==> config.mk <==
export PLATFORM = sky130hd
export DESIGN_NAME = seq_det_sched
export DESIGN_NICKNAME = d
export VERILOG_FILES = /design/src/rtl/seq_det_sched.sv
export SDC_FILE = /design/constraint.sdc
export NUM_CORES = 1
export LEC_CHECK = 0
export ABC_CLOCK_PERIOD_IN_PS = 2400
export CAP_MARGIN = 0
export CORE_UTILIZATION = 62
export CTS_CLUSTER_SIZE = 16
export DETAILED_ROUTE_END_ITERATION = 10
export DONT_BUFFER_PORTS = 1
export GPL_TIMING_DRIVEN = 0
export PLACE_DENSITY = 0.86
export SETUP_SLACK_MARGIN = 0.5
export SYNTH_ARGS = -nofsm -noshare
export SYNTH_HDL_FRONTEND = slang
export SYNTH_SLANG_ARGS = --single-unit
==> constraint.sdc <==
create_clock -name clk -period 2.4 [get_ports clk]
set_input_delay 0.36 -clock clk [delete_from_list [all_inputs] [get_ports clk]]
set_output_delay 0.36 -clock clk [all_outputs]
set_load 0.005 [all_outputs]
==> src/rtl/seq_det_sched.sv <==
// Round-robin front end sharing one bit-serial overlapping pattern detector
// among N_CH channels; reports channel and match count per packet.
module seq_det_sched #(
    parameter int                N_CH    = 4,
    parameter int                PKT_LEN = 8,
    parameter int                PATT_W  = 4,
    parameter logic [PATT_W-1:0] PATT    = 4'b1110,
    parameter int                CW      = $clog2(PKT_LEN + 1)
) (
    input  logic                       clk,
    input  logic                       rst,
    input  logic [N_CH-1:0]            req,
    input  logic [N_CH*PKT_LEN-1:0]    ch_data,
    output logic [N_CH-1:0]            gnt,
    output logic                       busy,
    output logic                       det_valid,
    output logic [$clog2(N_CH)-1:0]    det_ch,
    output logic [CW-1:0]              det_count,
    output logic                       det_hit
);
    localparam int             CHW  = $clog2(N_CH);
    localparam logic [CW-1:0]  LEN  = CW'(PKT_LEN);
    localparam logic [CW-1:0]  FILL = CW'(PATT_W - 1);
    localparam logic [CHW-1:0] LAST = CHW'(N_CH - 1);

    typedef enum logic [1:0] {IDLE, SHIFT, REPORT} state_t;

    state_t              state;
    logic [CHW-1:0]      ptr;
    logic [CHW-1:0]      sel;
    logic [CHW-1:0]      cur;
    logic                found;
    logic [PKT_LEN-1:0]  sreg;
    logic [PATT_W-1:0]   hist;
    logic [PATT_W-1:0]   hist_nx;
    logic [CW-1:0]       nbits;
    logic [CW-1:0]       cnt;
    logic                match;

    // First requester at or above ptr, wrapping around.
    always_comb begin
        found = 1'b0;
        sel   = ptr;
        for (int i = 0; i < N_CH; i++) begin
            if (!found && req[(int'(ptr) + i) % N_CH]) begin
                found = 1'b1;
                sel   = CHW'((int'(ptr) + i) % N_CH);
            end
        end
    end

    assign hist_nx = {hist[PATT_W-2:0], sreg[PKT_LEN-1]};
    // nbits counts bits already shifted, so this shift is bit nbits+1.
    assign match   = (nbits >= FILL) && (hist_nx == PATT);

    always_ff @(posedge clk or posedge rst) begin
        if (rst) begin
            state     <= IDLE;
            ptr       <= '0;
            cur       <= '0;
            sreg      <= '0;
            hist      <= '0;
            nbits     <= '0;
            cnt       <= '0;
            gnt       <= '0;
            busy      <= 1'b0;
            det_valid <= 1'b0;
            det_ch    <= '0;
            det_count <= '0;
            det_hit   <= 1'b0;
        end else begin
            gnt       <= '0;
            det_valid <= 1'b0;
            case (state)
                IDLE: begin
                    if (found) begin
                        gnt   <= N_CH'(1) << sel;
                        sreg  <= ch_data[int'(sel)*PKT_LEN +: PKT_LEN];
                        hist  <= '0;
                        nbits <= '0;
                        cnt   <= '0;
                        cur   <= sel;
                        ptr   <= (sel == LAST) ? '0 : sel + 1'b1;
                        busy  <= 1'b1;
                        state <= SHIFT;
                    end
                end
                SHIFT: begin
                    // The grant cycle is spent here too; the extra cycle
                    // after the last shift hands off to REPORT.
                    if (nbits != LEN) begin
                        sreg  <= sreg << 1;
                        hist  <= hist_nx;
                        nbits <= nbits + 1'b1;
                        if (match) cnt <= cnt + 1'b1;
                    end else begin
                        det_valid <= 1'b1;
                        det_ch    <= cur;
                        det_count <= cnt;
                        det_hit   <= (cnt != '0);
                        state     <= REPORT;
                    end
                end
                REPORT: begin
                    busy  <= 1'b0;
                    state <= IDLE;
                end
                default: state <= IDLE;
            endcase
        end
    end
endmodule
==> impl_metrics.tcl <==
set metrics [dict create \
    nets 274 \
    synth_warnings 0 \
    diodes 0 \
    syn_area_mm2 0.00206 \
    period_minus_slack_ns 1.84 \
    io_pins 51 \
    grt_max_degree 22 \
    ir_worst_vdd_mv 0.579 \
    ys_ff_latch 38 \
    synthToLayoutAreaGrowth_pct 10.2 \
    worstPathRequired_ns 2.64 \
    ant_nets 0 \
    htree_levels 2 \
    p_leak_nw 1.06 \
    finalHoldWorstSlack_ns 0.0242 \
    final_cell_mix "dfrtp_1, nand3_1, nand2_1" \
    yosysTopAreaCellShare 0.462 \
    syn_area_per_cell_um2 9.53 \
    final_util 0.731 \
    synth-simple-area-share 0.263 \
    grt-ovfl-total 0 \
    status "complete, no violations" \
    synth_top_family_by_area "simple AND/OR/NAND/NOR gates" \
    rsz0062_at_grt "yes" \
    antenna_found_initial 0 \
    synth_cells 216 \
    clk_pin_slew_ns 0.12 \
    io_buffers 0 \
    grt_pass1_wl_um 6510 \
    routabilityCongestion 0.817 \
    synthAdderAreaFrac 0.0486 \
    route.vias.total 1567 \
    arrival_ns 2.08 \
    grtUsageTotal 0.248 \
    crit_path_start_kind "flip-flop" \
    final_max_slew_viol_count 0 \
    critPathCaptureType "flip-flop" \
    root_buffer "clkbuf_4" \
    r2r_cells 6 \
    wl_per_cell_um 14.3 \
    max-cap-violations 0 \
    tns_ns 0 \
    start_util 0.664 \
    setup_viol 0 \
    dr.pass1.iters 4 \
    hold_class "in -> async" \
    fp.dieH_um 59.6 \
    slew_headroom 0.499 \
    clock_power_share 0.143 \
    viasPerCell 5.74 \
    regArea_um2 952 \
    period_share 0.765 \
    drc 0 \
    core_mm2 0.00310 \
    cts_inserted_buffers 5 \
    power_density_mw_per_mm2 1070 \
    cts_tree "done" \
    critPathKind "reg -> reg" \
    layout-drive-gt1-share 0.192 \
    clock-sinks 38 \
    crit_fanout 7 \
    rows 20 \
    combPwrFrac 0.438 \
    synth_compound_area_frac 0.102 \
    fillCellCount 268 \
    synth_xor_area_frac 0.0170 \
    final_common_cell "dfrtp_1" \
    clock.fmax_mhz 545 \
    wl_um 3900 \
    clock_latency_ns 0.34 \
    p_int_mw 1.47 \
    worst_pin_slew_ns 0.751 \
    seq_power_share 0.419 \
    synthMuxAreaShare 0.0674 \
    multi_input_area_mm2 0.00106 \
    power_mw 2.42 \
    yosysSeqAreaShare 0.462 \
    syn_nets 262 \
    p_sw_frac 0.395 \
    die_area_mm2 0.00356 \
    clockBufferDepth 2 \
    hpwl_um 2800 \
    power.switching_uw 957 \
    drt_iter0_drc 42 \
    synth_area_leaders "dfrtp_1, nand3_1, ha_1" \
    ys_types 41 \
    hold_viol 0 \
    die_w_um 59.6 \
    grt_pass1_vias 1498 \
    yosys.area.top_type "dfrtp_1" \
    finClkSkew_ns 0.0103 \
]
## power by group through the flow
stage	Combinational, mW	Clock (mW)	Sequential (mW)
5_1_grt	1.19	0.391	1.04
6_report	1.06	0.346	1.02
4_1_cts	0.998	0.353	1.02
3_3_place_gp	0.938	0	1.02
2_1_floorplan	0.804	0	0.985
3_5_place_dp	0.979	0	1.03
## synthesized netlist by cell type, drive strengths merged
cell type / count
and3: 10
ha: 8
o32ai: 1
nand3: 23
nand4: 1
clkbuf: 4
nor2b: 4
inv: 10
nand3b: 1
and2: 2
and3b: 1
nor3: 9
a22oi: 3
nand2b: 2
or4: 2
or2: 1
o21a: 2
a21o: 1
buf: 4
xor2: 4
nor2: 24
nand4b: 1
o21ai: 16
mux2i: 6
mux2: 7
nand2: 20
dfrtp: 38
a21oi: 3
o22ai: 1
o221ai: 3
nor4: 2
a31oi: 1
o31a: 1
## stage by stage
step | instances | setup WS, ns | area (um2)
2_1_floorplan | 216 | 0.555 | 2060
3_5_place_dp | 261 | 0.218 | 2140
3_3_place_gp | 260 | 0.230 | 2110
4_1_cts | 269 | 0.508 | 2230
5_1_grt | 273 | 0.493 | 2270
6_report | 273 | 0.564 | 2270
## flip-flops by register name, indices dropped and copies added, names as in the netlist, 2 cells and up
| name | cells |
|---|---|
| state | 2 |
| gnt | 4 |
| det_count | 4 |
| hist | 3 |
| ptr | 2 |
| cur | 2 |
| nbits | 4 |
| sreg | 8 |
| det_ch | 2 |
| cnt | 4 |
## what timing repair did
item / CTS / global route
endpoints found under the setup margin: 14 / 14
resized for setup: 6 / 7
setup buffers: 0 / 4
hold buffers: 0 / 0
endpoints found under the hold margin: 0 / 0
pin swaps: 0 / 2
## final cells by class
class	count	area share
clock buffers	7	0.0243
inverters	10	0.0165
multi-input cells	160	0.466
well taps	44	0.0243
repair buffers	5	0.0254
plain buffers	8	0.0215
flip-flops and latches	38	0.420
clock inverters	1	0.00221
## worst paths after layout
path	endpoint	start	slack (ns)
worst max register to register	gnt[1]	ptr[1]	0.56
max in group asynchronous	ptr[0]	rst	1.81
min in group clk	sreg[5]	ch_data[21]	0.23
worst max-delay path	gnt[1]	ptr[1]	0.56
worst min-delay path	nbits[0]	rst	0.02
worst min register to register	cur[0]	cur[0]	0.49
## worst max-delay path, cell delays in order (launching register included)
cell	delay, ns
dfrtp_2	0.47
and3b_1	0.21
or4_4	0.50
nand2_2	0.14
inv_1	0.10
ha_1	0.19
and3_1	0.13
## per-layer routing
layer,up-vias,GRT usage,part of all wire
met1,742,0.317,0.46
met2,41,0.408,0.49
met4,0,0.0664,0.0087
li1,780,-,-
met5,-,0,0
met3,4,0.0786,0.036
## cells by family (layout without fill, tap and decap cells)
logic type,Yosys count,in the layout
xor gates and xnor gates,4,4
DFF,38,38
muxes,13,13
AOI/OAI and AO/OA,32,32
and+or+nand+nor,103,103
buffers and inverters,18,31
adders and majority gates,8,8
Power figures use the tool's default switching activity.
